[config.mk]
export PLATFORM = sky130hd
export DESIGN_NAME = pc_gen
export DESIGN_NICKNAME = d
export VERILOG_FILES = /design/src/rtl/pc_gen.sv
export SDC_FILE = /design/constraint.sdc
export NUM_CORES = 1
export LEC_CHECK = 0
export CORE_ASPECT_RATIO = 0.6
export CORE_MARGIN = 2
export CORE_UTILIZATION = 37
export DETAILED_ROUTE_END_ITERATION = 6
export PLACE_DENSITY = 0.8
export SLEW_MARGIN = 5
export SYNTH_ARGS = -nofsm -noshare
export SYNTH_HDL_FRONTEND = slang
export SYNTH_SLANG_ARGS = --single-unit
export TNS_END_PERCENT = 10
[constraint.sdc]
create_clock -name clk -period 2.6 [get_ports clk]
set_input_delay 0.52 -clock clk [delete_from_list [all_inputs] [get_ports clk]]
set_output_delay 0.52 -clock clk [all_outputs]
set_load 0.05 [all_outputs]
[src/rtl/pc_gen.sv]
// ============================================================================
//  Module      : pc_gen
//  Description : Program-counter generator for the single-cycle core.
//                Registers the fetch address and picks the next address from
//                trap / stall / branch / return / jump / sequential sources.
//                An optional return-address stack (RAS) predicts returns;
//                it is compiled in when the macro PC_RAS_EN is defined.
//  Revision    : 1.0  initial release
// ============================================================================
`default_nettype none

module pc_gen #(
    parameter int              AW        = 32,
    parameter logic [AW-1:0]   RST_VEC   = '0,
    parameter int              INC       = 4,
    parameter int              RAS_DEPTH = 4
) (
    input  logic          clk,
    input  logic          rst_n,
    input  logic          i_stall,
    input  logic          i_trap,
    input  logic [AW-1:0] i_trap_vec,
    input  logic          i_br_taken,
    input  logic [AW-1:0] i_br_target,
    input  logic          i_jmp,
    input  logic [AW-1:0] i_jmp_target,
    input  logic          i_call,
    input  logic          i_ret,
    input  logic [AW-1:0] i_ret_target,
    output logic [AW-1:0] o_pc,
    output logic [AW-1:0] o_pc_link,
    output logic          o_ras_empty,
    output logic          o_ras_full
);

    // Clears the two low address bits of every redirect target.
    localparam logic [AW-1:0] c_ALIGN = {{(AW-2){1'b1}}, 2'b00};

    logic [AW-1:0] r_pc;
    logic [AW-1:0] w_pc_link;
    logic [AW-1:0] w_ret_addr;
    logic [AW-1:0] w_next_pc;
    logic          w_advance;

    assign w_pc_link = r_pc + AW'(INC);
    assign o_pc      = r_pc;
    assign o_pc_link = w_pc_link;

    // The RAS only moves on cycles where the PC follows the program flow.
    assign w_advance = !i_trap && !i_stall && !i_br_taken;

`ifdef PC_RAS_EN
    localparam int c_PTR_W = $clog2(RAS_DEPTH);

    logic [AW-1:0]      r_ras [RAS_DEPTH];
    logic [c_PTR_W-1:0] r_wp;      // slot the next push writes
    logic [c_PTR_W:0]   r_cnt;     // valid entries, saturates at RAS_DEPTH
    logic [c_PTR_W-1:0] w_top;
    logic               w_push;
    logic               w_pop;
    logic               w_swap;

    assign w_top       = r_wp - 1'b1;
    assign o_ras_empty = (r_cnt == '0);
    assign o_ras_full  = (r_cnt == (c_PTR_W+1)'(RAS_DEPTH));
    assign w_ret_addr  = o_ras_empty ? i_ret_target : r_ras[w_top];

    assign w_swap = w_advance && i_call && i_ret;
    assign w_push = w_advance && i_call && i_jmp && !i_ret;
    assign w_pop  = w_advance && i_ret && !i_call;

    // Circular stack: a push when full overwrites the oldest slot, and a
    // call+return on an empty stack degenerates into a plain push.
    always_ff @(posedge clk or negedge rst_n) begin
        if (!rst_n) begin
            for (int i = 0; i < RAS_DEPTH; i++) begin
                r_ras[i] <= '0;
            end
            r_wp  <= '0;
            r_cnt <= '0;
        end else if (w_push || (w_swap && o_ras_empty)) begin
            r_ras[r_wp] <= w_pc_link;
            r_wp        <= r_wp + 1'b1;
            if (!o_ras_full) begin
                r_cnt <= r_cnt + 1'b1;
            end
        end else if (w_swap) begin
            r_ras[w_top] <= w_pc_link;
        end else if (w_pop && !o_ras_empty) begin
            r_wp  <= w_top;
            r_cnt <= r_cnt - 1'b1;
        end
    end
`else
    logic w_unused_cfg;

    assign o_ras_empty  = 1'b1;
    assign o_ras_full   = 1'b0;
    assign w_ret_addr   = i_ret_target;
    assign w_unused_cfg = i_call ^ w_advance ^ RAS_DEPTH[0];
`endif

    // Next-PC priority: trap, stall, branch, return, jump, sequential.
    always_comb begin
        w_next_pc = w_pc_link;
        if (i_trap) begin
            w_next_pc = i_trap_vec & c_ALIGN;
        end else if (i_stall) begin
            w_next_pc = r_pc;
        end else if (i_br_taken) begin
            w_next_pc = i_br_target & c_ALIGN;
        end else if (i_ret) begin
            w_next_pc = w_ret_addr & c_ALIGN;
        end else if (i_jmp) begin
            w_next_pc = i_jmp_target & c_ALIGN;
        end
    end

    // Fetch-address register with asynchronous reset to the reset vector.
    always_ff @(posedge clk or negedge rst_n) begin
        if (!rst_n) begin
            r_pc <= RST_VEC;
        end else begin
            r_pc <= w_next_pc;
        end
    end

endmodule

`default_nettype wire

## Word-level counts from Yosys, hierarchy flattened

Cells that the tools add are included.

- Register bits after elaboration: 32
- Latch bits: 0
- Memory bits (writable): 0
- ROM bits: 0
- Input bits: 136
- Output and inout port bits: 66
- Logic and storage cells: 8
- Memories kept: 0

- $add $sub $neg: 1
- Multipliers: 0
- Div/mod/pow operators: 0
- Order comparisons: 0
- Equality and inequality tests: 1
- Shift-type cells: 0
- Multiplexer cells: 5
- Bitwise gates (word level): 0
- Reductions and logical operators: 0

Operators by type and width:

| operator | count |
|---|---|
| two-way mux 32 bit | 5 |
| adder 32 x 3 -> 32 bit (second input constant) | 1 |
| != test 2 x 1 -> 1 bit (second input constant) | 1 |

## Logic depth before layout (Yosys ltp)

Gate-level depths: netlist (run 1).

- Depth in word-level cells: 6
- Mapped depth: 7

## Worst setup path after synthesis (run 1)

OpenSTA, ideal clock, no wires.

- Path kind: register -> output
- Start: register r_pc[2] (netlist: o_pc[2])
- End: output port o_pc_link[16]
- Data arrival time: 2684 ps
- Slack: -604 ps
- Cell stages (with the launch flop): 6
- Path buffers: 1
- Cell sequence: dfrtp_1 ha_1 clkbuf_1 nand3_1 or4_1 xnor2_1

- Longest elaborated chain between the ends: 1

RTL lines:

| element | line | text |
|---|---|---|
| start, declared | 39 | `logic [AW-1:0] r_pc;` |
| start signal, assigned | 124 | `r_pc <= w_next_pc;` |
| adder 32 x 3 -> 32 bit | 45 | `assign w_pc_link = r_pc + AW'(INC);` |
| end, declared | 31 | `output logic [AW-1:0] o_pc_link,` |

No other way between the ends.

## Final worst setup path (run 1)

- Start: register r_pc[11] (netlist: o_pc[11])
- End: output port o_pc_link[30]

The elaborated chain is that of the path after synthesis.

==> metrics list, run 1 <==
- The floorplan step set the die height to around 74 um.
- Using the TritonRoute via totals, the vias-per-cell ratio works out to about 6.0.
- Once routing completed, OpenROAD measured the worst setup slack at -5.42 ps.
- Synth Register Bits: 30
- Of the cells placed in the final design, the portion with a size suffix greater than 1 is 0.199.
- Final worst path period need: 2610 ps
- RSZ-0062 raised after global routing: yes
* Remaining antenna violation count after routing: 0
- First-iteration detailed-routing DRC count: 400
* Data required, critical path: between 2000 and 2500 ps
* Die area: just under 9000 um2
* Top library cells by usage in the layout, fill and taps aside: 159 x sky130_fd_sc_hd__clkdlybuf4s50_1, 48 x sky130_fd_sc_hd__buf_4, 40 x sky130_fd_sc_hd__nand2_1
- Clock input transition at the sequential cells of the worst setup and hold paths: around 50 ps
- For this run, design rule violations remaining after detail routing come to 0.
- Hold Fails Final Rpt: 0
* Run status: finished with violations
- Highest clock rate: roughly 380 MHz
* Global route overflow: 0
* Antenna violations before repair: 0
- Setup slack on the worst reg-to-reg path comes out at between 600 and 700 ps.
* Critical path type: register to output port
- Yosys printed 0 warnings.
- After detailed routing, the average wire length per cell comes to slightly above 20 um.
- The clock drives 30 sinks.
* Distinct cell type count after synthesis: 56
- Of the total power, registers draw 0.231.
* First-pass GRT wire length: 22.1 mm
* Max rail drop VDD: approximately 0.27 mV
* Number of port buffers: 186
* Total Neg Setup Slack: -5.42 ps
* Sw Share: 0.416
- Clock H-tree levels: 2
* P_sw: ~0.0011 W
- For this design the top-level I/O count stands at between 200 and 250.
* Power Density: 461 nW/um2
* Critical Path End Type: output port
- Between clock sinks in the finished design, the worst skew comes to roughly 2.9 ps.
* Number of cells on the worst reg-to-reg path: 6
- The final-report max-slew violation count is 0.
- The tool flagged a number of max-cap violations equal to 0.
- The core region is ~7900 um2.
* Effective utilization at floorplan: 0.383
* Post-synth top flop: sky130_fd_sc_hd__dfrtp_1
* Half-perimeter wire length of the detailed placement result: approximately 11 mm
- The filler cells instantiated in the layout total between 600 and 700.
* Hold Crit Class: input pin to asynchronous set/reset pin
- Via Count: around 4300
- Final cycle utilization of the critical path: 1.00
* Post-synth design cell area: 3020 um2
- In this run the horizontal extent of the chip is between 100 and 150 um.
- Final cell count without fillers: around 720
- In this run the core area contains 25 standard-cell rows.
- After synthesis, the share of flip-flops with an asynchronous set or reset is 1.00.
* Final weighted congestion of routability-driven global placement: about 0.9
- Maximum root-to-sink buffer count: 2
- Placed cell count: 698
- Internal power comes to around 0.0016 W.
- Number of clock buffers inserted by TritonCTS: 5
- Critical path arrival: 2090 ps
- The register with the most flip-flops in the layout has 30 of them.
- Diode insertion count for antenna repair: 0
- Layout net count: roughly 740
* Part of the total power dissipated in the clock network: 0.218
* Overall power after layout: about 0.0027 W
- In this run the cell area measured after placement is ~5500 um2.
- Layout-stage area growth over the synthesis result: 91.4%
* Number of global-route vias before repair: between 4000 and 5000
- Destination of the worst register-to-register timing path: o_pc[24]$_DFFE_PN0P_
- The share of total power dissipated in combinational logic is 0.551.
- The startpoint identified for the worst register-to-register timing path is o_pc[11]$_DFFE_PN0P_.
* Total GRT Usage: 0.322
- TritonCTS built the clock tree.
- The analysis attributes to cell leakage a power of between 2 and 2.5 nW.
- Setup violations remaining at the end of the flow were counted as 1.
- Of all nets on the critical path, the largest fanout is 6.
- Number of optimization iterations in the first detailed-route pass: 5
- Max-slew headroom: 0.166
* Worst setup path startpoint: o_pc[11]$_DFFE_PN0P_
- Average footprint of a synthesized cell: around 7.4 um2
- Pin count of the biggest net entering global routing: 38
- Post-placement setup slack: around 120 ps
* Master cell of the clock root buffer: sky130_fd_sc_hd__clkbuf_16
* Critical path startpoint category: register
* Failing checks: setup timing
- Cell count after synthesis: about 410
* Worst Setup EP: o_pc_link[30]
- Leaving out fill and tap cells, the most frequent cell in the layout is sky130_fd_sc_hd__clkdlybuf4s50_1.
- Overall routed net length: about 15 mm
* Share of the yosys chip area belonging to registers: 0.248
* Number of synthesized flops with an enable pin: 0
- Clock latency of the later-clocked register in the worst-skew pair: about 270 ps
* Final Cell Area: slightly below 6000 um2
- Transition time of the tightest slew-check pin: ~1200 ps
-- repair_timing --
item / 4_1_cts / 5_1_grt
pin swaps: 3 / 3
hold buffers: 0 / 0
setup buffers: 3 / 6
resized for setup: 5 / 8
setup endpoints to repair: 8 / 15
-- worst min path at each step --
stage / start / end / slack, ps / depth (start not counted)
2_1_floorplan: rst_n / o_pc[10]$_DFFE_PN0P_ / 220 / 0
6_report: rst_n / o_pc[30]$_DFFE_PN0P_ / 670 / 2
5_1_grt: rst_n / o_pc[30]$_DFFE_PN0P_ / 690 / 2
3_5_place_dp: o_pc[28]$_DFFE_PN0P_ / o_pc[28]$_DFFE_PN0P_ / 690 / 3
3_3_place_gp: o_pc[28]$_DFFE_PN0P_ / o_pc[28]$_DFFE_PN0P_ / 650 / 3
4_1_cts: rst_n / o_pc[14]$_DFFE_PN0P_ / 680 / 2
-- power by group through the flow --
| stage | clock network (W) | registers (W) | logic, W |
|---|---|---|---|
| finish | 0.000580 | 0.000616 | 0.00147 |
| global route | 0.000605 | 0.000623 | 0.00153 |
| CTS | 0.000589 | 0.000615 | 0.00144 |
| detailed placement | 0 | 0.000618 | 0.00143 |
| global placement | 0 | 0.000614 | 0.00142 |
| floorplan | 0 | 0.000784 | 0.000595 |
-- synthesized netlist by cell type, drive strengths merged, types with 4 or more instances --
cell type / n / area (um2)
nand2: 40 / 150
o21ai: 38 / 190
a21oi: 30 / 150
clkbuf: 30 / 114
dfrtp: 30 / 751
and3: 18 / 113
xnor2: 18 / 158
nor2: 16 / 60.1
nand4: 13 / 93.8
o22ai: 13 / 81.3
buf: 12 / 70.1
nand3: 12 / 60.1
nor3: 12 / 60.1
inv: 11 / 41.3
a221oi: 10 / 87.6
nand2b: 8 / 50.1
o211ai: 8 / 60.1
a211o: 5 / 43.8
a211oi: 5 / 37.5
and4: 5 / 43.8
nor2b: 5 / 31.3
or2: 5 / 31.3
xor2: 5 / 43.8
a21boi: 4 / 30.0
a221o: 4 / 40.0
a31oi: 4 / 25.0
mux2i: 4 / 40.0
nor4: 4 / 40.0
o22a: 4 / 35.0
-- metrics by stage --
step                      utilization  hold slack [ps]
after floorplan                     -              224
after global placement          0.699              645
after detailed placement        0.699              692
after CTS                       0.724              678
after global routing            0.734              691
final                           0.734              667
-- worst max-delay path, cell delays in order, from the launching register on --
cell                      delay (ps)
sky130_fd_sc_hd__dfrtp_2         460
sky130_fd_sc_hd__nand4_4         150
sky130_fd_sc_hd__nor4_4          340
sky130_fd_sc_hd__buf_4           200
sky130_fd_sc_hd__nand4_1         230
sky130_fd_sc_hd__xnor2_4         270
sky130_fd_sc_hd__buf_12          160
-- logic make-up after synthesis --
kind of cell	count (synthesis)	share of synthesized area
buffers and inverters	53	0.0745
xor gates and xnor gates	23	0.0667
AOI/OAI and AO/OA	146	0.320
adders and majority gates	1	0.00414
muxes	4	0.0133
DFF	30	0.248
and+or+nand+nor	149	0.271
other	2	0.00249
-- cell type report --
type / count / area (um2) / area share
multi-input cells: 329 / 2310 / 0.400
well taps: 108 / 135 / 0.0234
flip-flops and latches: 30 / 766 / 0.132
clock inverters: 1 / 5.00 / 0.000865
inverters: 11 / 41.3 / 0.00714
repair buffers: 229 / 2380 / 0.412
clock buffers: 7 / 143 / 0.0247
-- routing by layer --
metal | up-vias | wire length, um | track usage
li1 | 1917 | - | -
met1 | 2015 | 6120 | 0.440
met2 | 314 | 6440 | 0.507
met3 | 31 | 1940 | 0.0959
met4 | 0 | 231 | 0.0827
met5 | - | 0 | 0
No activity file was read; power rests on OpenSTA's default activity.
==> inputs of run 2 (changes only) <==
- CORE_MARGIN: 2 -> 8
- CTS_CLUSTER_DIAMETER: unset -> 120
==> run 2 against run 1 <==
Net effect: the flow still finishes with violations (setup timing); register-to-register slack barely moved; final area fell by 1.7%; die area rose by 28%; power fell by 1.9%; maximum frequency fell by 0.15%; wire length rose by 6.1%; count of clock-buffer cells in the layout rose by 1; sequential power rose by 1%; via count fell by 2.2%; sequential share of layout area rose by 0.23 points; first-iteration DRC count fell by 5.8%; clock power fell by 4.3%.
==> metrics list, run 2 (synthesized netlist as in run 1, its figures left out) <==
- Critical Path End Type: output port
* Clock H-tree levels: 2 (unchanged)
* Half-perimeter wire length of the detailed placement result: 12.4 mm (+8.9%)
* Overall power after layout: 0.00262 W (-1.9%)
- Layout net count: 734 (-1.2%)
- The clock skew is 4.36 ps (+1.50 ps).
- The run finished, with violations left.
- Critical path arrival: 2090 ps (about the same)
- The number of iterations in the first detailed-routing pass was 5 (unchanged).
- The number of global-route vias before repair was 4288 (+3.0%).
* Flip-flop count of the largest register after layout: 30 (unchanged)
- The slew of the pin with the lowest slew margin is 580 ps (-667 ps).
- Top library cells by usage in the layout, fill and taps aside: 157 x sky130_fd_sc_hd__clkdlybuf4s50_1, 40 x sky130_fd_sc_hd__nand2_1, 40 x sky130_fd_sc_hd__buf_4
- The count of vias placed by the detailed router was 4185 (-2.2%).
- The effective utilization at floorplan came to 0.382 (-0.00152).
- The routed via count divided by cell count came to 5.93 (-0.90%).
* CTS tree: yes
- The post-placement setup slack was 161 ps (+43.7 ps).
* Die Span Y: 86 um (+16%)
- Count of clock tree sinks: 30 (unchanged)
- First-pass GRT wire length: 24.3 mm (+9.9%)
- Setup repair after global routing could not meet its margin everywhere.
- Power Density: 460 nW/um2 (-0.12%)
* Antenna violations before repair: 0 (unchanged)
* Data required, critical path: 2080 ps (about the same)
* Remaining antenna violation count after routing: 0 (unchanged)
- The period utilization came to 1.00 (+0.00146).
- Overall routed net length: 15.6 mm (+6.1%)
- Maximum net fanout on the critical path: 6 (unchanged)
- Max-slew headroom: 0.613 (+0.447)
* Area of combinational cells with multiple inputs: 2300 um2 (-0.60%)
* Failing checks: setup timing
* Total GRT Usage: 0.266 (-0.0560)
- The clock-pin slew reported for the worst setup and hold paths after clock tree synthesis is 50 ps (about the same).
- The DRC marker count from the first detailed-route iteration came to 377 (-5.8%).
- The worst voltage drop across the vdd grid was 0.292 mV (+7.7%).
- The area growth from synthesis to layout is 88.1%.
- The average routed wire per standard cell was 22.1 um (+7.5%).
* Clock latency of the later-clocked register in the worst-skew pair: 270 ps (about the same)
* Hold Crit Class: input pin to asynchronous set/reset pin
- Hold-fix buffer count after cts: 0 (unchanged)
- Final worst path period need: 2610 ps (+3.79 ps)
* Pin count of the biggest net entering global routing: 46 (+21%)
- LEAKAGE: 2.27 nW (-2.2%)
* Fill cell count: 631 (+3.4%)
- The share of layout cells above drive strength 1 was 0.182 (-0.0171).
- The full die area came to 11400 um2 (+28%).
* Diode insertion count for antenna repair: 0 (unchanged)
- The critical path in this run is classified as register to output port.
- The row count was 25 (unchanged).
- The count of endpoints failing setup in the final report came to 1 (unchanged).
- Die Wd: 133 um (+9.9%)
- The final-report max-slew violation count is 0 (unchanged).
- Critical path startpoint category: register
* Master cell of the clock root buffer: sky130_fd_sc_hd__clkbuf_16
* Number of port buffers: 186 (unchanged)
* Final weighted congestion of routability-driven global placement: 0.889 (-2.8%)
- Most frequent standard cell in the layout excluding fill and tap cells: sky130_fd_sc_hd__clkdlybuf4s50_1
* Seq. cell area: 766 um2 (unchanged)
- Number of clock buffers inserted by TritonCTS: 5 (unchanged)
* Maximum root-to-sink buffer count: 2 (unchanged)
* Core area: 7910 um2 (+0.40%)
- The worst setup slack after layout came to -9.21 ps (-3.79 ps).
* DRC violation count after routing: 0 (unchanged)
- The remaining global-route overflow was 0 (unchanged).
- IO Pins: 202 (unchanged)
- Max-cap check violation count: 0 (unchanged)
- The maximum clock frequency is 383 MHz (-0.15%).
- Hold Fails Final Rpt: 0 (unchanged)
## run 2: cell types whose count changed in the layout (fill, tap and decap cells not counted), moves of 2 or more
| cell | delta |
|---|---|
| sky130_fd_sc_hd__nand3_2 | -2 |
| sky130_fd_sc_hd__nand3_1 | +2 |
| sky130_fd_sc_hd__buf_4 | -8 |
| sky130_fd_sc_hd__clkbuf_1 | +2 |
| sky130_fd_sc_hd__clkdlybuf4s50_1 | -2 |
## run 2: layout make-up
class	instances	area share
multi-input combinational	329	0.404
timing repair buffer	220	0.406
inverter	11	0.00726
sequential	30	0.135
clock buffer	8	0.0240
tap	108	0.0238
## run 2: path summary, 6_finish.rpt
| check | to | startpoint | slack [ps] | cells past startpoint |
|---|---|---|---|---|
| worst max-delay path | o_pc_link[24] | o_pc[11]$_DFFE_PN0P_ | -9 | 5 |
| worst min-delay path | o_pc[29]$_DFFE_PN0P_ | rst_n | 640 | 2 |
| worst max register to register | o_pc[16]$_DFFE_PN0P_ | o_pc[11]$_DFFE_PN0P_ | 610 | 6 |
| worst min register to register | o_pc[28]$_DFFE_PN0P_ | o_pc[28]$_DFFE_PN0P_ | 700 | 3 |
| max in group asynchronous | o_pc[3]$_DFFE_PN0P_ | rst_n | 1620 | 2 |
| min in group clk | o_pc[28]$_DFFE_PN0P_ | o_pc[28]$_DFFE_PN0P_ | 700 | 3 |
## run 2: worst max-delay path, stage by stage, from the launching register on
cell	delay [ps]
sky130_fd_sc_hd__dfrtp_2	470
sky130_fd_sc_hd__nand4_4	140
sky130_fd_sc_hd__or4_1	640
sky130_fd_sc_hd__nor3b_2	260
sky130_fd_sc_hd__or2_4	170
sky130_fd_sc_hd__buf_12	130
## run 2: power by group
group | switching [W] | leakage (nW) | total (W) | internal [W]
sequential | 0.000101 | 0.346 | 0.000623 | 0.000522
combinational | 0.000802 | 1.86 | 0.00144 | 0.000636
clock | 0.000200 | 0.0652 | 0.000555 | 0.000356
total | 0.00110 | 2.27 | 0.00262 | 0.00151
## run 2: per-stage QoR
stage               area, um2  hold WS [ps]  TNS, ps   util  cells
finish                   5680           637    -9.21  0.718    706
global route             5680           686     -522  0.718    706
CTS                      5640           660    -66.6  0.713    705
detailed placement       5490           693        0  0.693    696
global placement         5490           655        0  0.693    696
floorplan                3250           224    -44.1      -    412
## run 2: layer usage
| metal | vias to the layer above | share of wire | global-route usage |
|---|---|---|---|
| li1 | 1900 | - | - |
| met1 | 1969 | 0.44 | 0.357 |
| met2 | 291 | 0.43 | 0.414 |
| met3 | 25 | 0.11 | 0.0840 |
| met4 | 0 | 0.015 | 0.0451 |
| met5 | - | 0 | 0 |
## run 2: timing repair
item	4_1_cts	5_1_grt
cloned	0	0
setup buffers	1	1
setup endpoints to repair	7	14
hold endpoints to repair	0	0
pin swaps	4	2
gates resized for setup	2	7
==> inputs of run 3 (changes only) <==
- SETUP_SLACK_MARGIN: unset -> 0.4
==> run 3 against run 2 <==
Net effect: die area stayed put; critical path type unchanged; the run now ends clean; setup slack improved by 40 ps; critical endpoint is now o_pc_link[31]; count of clock-buffer cells in the layout down 1; register-to-register slack got worse by 70 ps; clock power is 7.4% higher; hold slack improved by 19 ps; sequential power shrank 2%; global-route usage grew 0.94 points; clock skew increased by 2.6 ps; combinational power increased by 7%.
==> metrics list, run 3 (synthesized netlist as in run 1, its figures left out) <==
* Most frequent standard cell in the layout excluding fill and tap cells: sky130_fd_sc_hd__clkdlybuf4s50_1
* Max rail drop VDD: 0.308 mV (+5.3%)
- The overall fraction of global-route tracks in use came to 0.276 (+0.00943).
- The height of the die is 86 um (unchanged).
- Number of failing setup endpoints in the final timing report: 0 (-1)
* Final cycle utilization of the critical path: 0.988 (-0.0155)
- The clock-pin slew reported for the worst setup and hold paths after clock tree synthesis is 60 ps (about the same).
* Global route overflow: 0 (unchanged)
- The maximum clock frequency is 389 MHz (+1.6%).
- The top-level I/O count was 202 (unchanged).
* Power Density: 451 nW/um2 (-2.0%)
- First-pass GRT wire length: 25.0 mm (+2.8%)
- Final Cell Area: 6080 um2 (+7.0%)
* DRC violation count after routing: 0 (unchanged)
- The number of buffers on the longest clock path is 2 (unchanged).
* Final weighted congestion of routability-driven global placement: 0.892 (+0.38%)
* Clock H-tree levels: 2 (unchanged)
- The cell area reported after detailed placement was 5500 um2 (+0.23%).
- Clock latency of the later-clocked register in the worst-skew pair: 280 ps (about the same)
* Post-detailed-route wirelength per cell: 22.7 um (+2.4%)
- Max-slew headroom: 0.637 (+0.0248)
- The final number of hold-violating endpoints came to 0 (unchanged).
* Die area: 11400 um2 (unchanged)
- TritonCTS built the clock tree.
- The row count came to 25 (unchanged).
- The utilization after layout was 0.769 (+0.0504).
* Pin count of the biggest net entering global routing: 46 (unchanged)
- Critical path type: register to output port
- Number of optimization iterations in the first detailed-route pass: 5 (unchanged)
- The worst register-to-register path begins at o_pc[7]$_DFFE_PN0P_.
* Transition time of the tightest slew-check pin: 542 ps (-37.8 ps)
- Max Transition Viols Final: 0 (unchanged)
* Master cell of the clock root buffer: sky130_fd_sc_hd__clkbuf_16
- The routed via count divided by cell count is 5.92 (-0.21%).
- Setup repair after global routing could not meet its margin everywhere.
* Number of port buffers: 186 (unchanged)
* Remaining antenna violation count after routing: 0 (unchanged)
* Overall routed net length: 16.6 mm (+5.9%)
- Top library cells by usage in the layout, fill and taps aside: 151 x sky130_fd_sc_hd__clkdlybuf4s50_1, 55 x sky130_fd_sc_hd__buf_4, 39 x sky130_fd_sc_hd__nand2_1
* Number of clock buffers inserted by TritonCTS: 5 (unchanged)
- The worst setup path is launched from a register.
- Effective utilization at floorplan: 0.382 (unchanged)
- The standard cell core area came to 7910 um2 (unchanged).
- Layout net count: 758 (+3.3%)
* Layout-stage area growth over the synthesis result: 101%
* First-iteration detailed-routing DRC count: 391 (+3.7%)
- The post-layout minimum cycle time was 2570 ps (-40.2 ps).
* Hold-fix buffer count after cts: 0 (unchanged)
- Critical Path End Type: output port
- The count of vias placed by the detailed router is 4318 (+3.2%).
* Half-perimeter wire length of the detailed placement result: 12.4 mm (about the same)
- LEAKAGE: 2.55 nW (+13%)
- The total of max-cap violations came to 0 (unchanged).
* Die Wd: 133 um (unchanged)
* Flip-flop count of the largest register after layout: 30 (unchanged)
- The worst hold path belongs to the class input pin to asynchronous set/reset pin.
- The number of global-route vias before repair is 4499 (+4.9%).
- The biggest fanout along the worst timing path came to 7 (+1).
* Critical path arrival: 2050 ps (-40 ps)
- The clock skew was 6.99 ps (+2.62 ps).
- The run finished with clean final reports.
- Diode insertion count for antenna repair: 0 (unchanged)
- Worst setup path startpoint: o_pc[10]$_DFFE_PN0P_
- The number of sinks on the clock net was 30 (unchanged).
- Data required, critical path: 2080 ps (about the same)
* Antenna violations before repair: 0 (unchanged)
- The share of layout cells above drive strength 1 came to 0.254 (+0.0717).
[run 3: layout make-up]
cell class	count	area (um2)
multi-input cells	329	2450
well taps	108	135
flip-flops and latches	30	771
fillers	597	1830
clock inverters	1	5.00
clock buffers	7	143
inverters	11	41.3
repair buffers	244	2540
[run 3: through the flow]
stage | instances | worst slack [ps] | TNS [ps] | total power, W | hold slack, ps
after floorplan | 412 | -2.34 | -2.34 | 0.00138 | 224
after global placement | 698 | 187 | 0 | 0.00202 | 644
after detailed placement | 698 | 165 | 0 | 0.00204 | 648
after CTS | 722 | 33.8 | 0 | 0.00267 | 660
after global routing | 730 | -65.2 | -231 | 0.00284 | 683
final | 730 | 31.0 | 0 | 0.00274 | 656
[run 3: what timing repair did]
action,4_1_cts,5_1_grt
endpoints found under the setup margin,26,35
buffers inserted,15,8
pin swaps,4,20
cloned,1,0
gates resized for setup,8,43
[run 3: critical path: stages (launching register included)]
cell and delay [ps]:
sky130_fd_sc_hd__dfrtp_2 410, sky130_fd_sc_hd__nand4_4 150, sky130_fd_sc_hd__nor4_2 300, sky130_fd_sc_hd__buf_4 210, sky130_fd_sc_hd__nand4_1 250, sky130_fd_sc_hd__xnor2_4 280, sky130_fd_sc_hd__buf_12 160
[run 3: power breakdown]
| part | switching [W] | leakage (nW) | internal (W) |
|---|---|---|---|
| Combinational | 0.000849 | 2.14 | 0.000688 |
| Sequential | 0.0000884 | 0.342 | 0.000523 |
| Clock | 0.000216 | 0.0739 | 0.000379 |
| Total | 0.00115 | 2.55 | 0.00159 |
[run 3: path summary, 6_finish.rpt]
path                            slack (ps)                   end  depth (start not counted)
min in group clk                       680  o_pc[28]$_DFFE_PN0P_                          3
worst min register to register         680  o_pc[28]$_DFFE_PN0P_                          3
worst max-delay path                    30         o_pc_link[31]                          6
worst max register to register         540  o_pc[26]$_DFFE_PN0P_                          9
worst min-delay path                   660  o_pc[19]$_DFFE_PN0P_                          2
max in group asynchronous             1600  o_pc[13]$_DFFE_PN0P_                          2
[run 3: routing by layer]
layer / up-vias / track usage / wire length [um]
li1: 1944 / - / -
met1: 2047 / 0.348 / 6840
met2: 303 / 0.439 / 7440
met3: 24 / 0.104 / 1980
met4: 0 / 0.0625 / 287
met5: - / 0 / 0
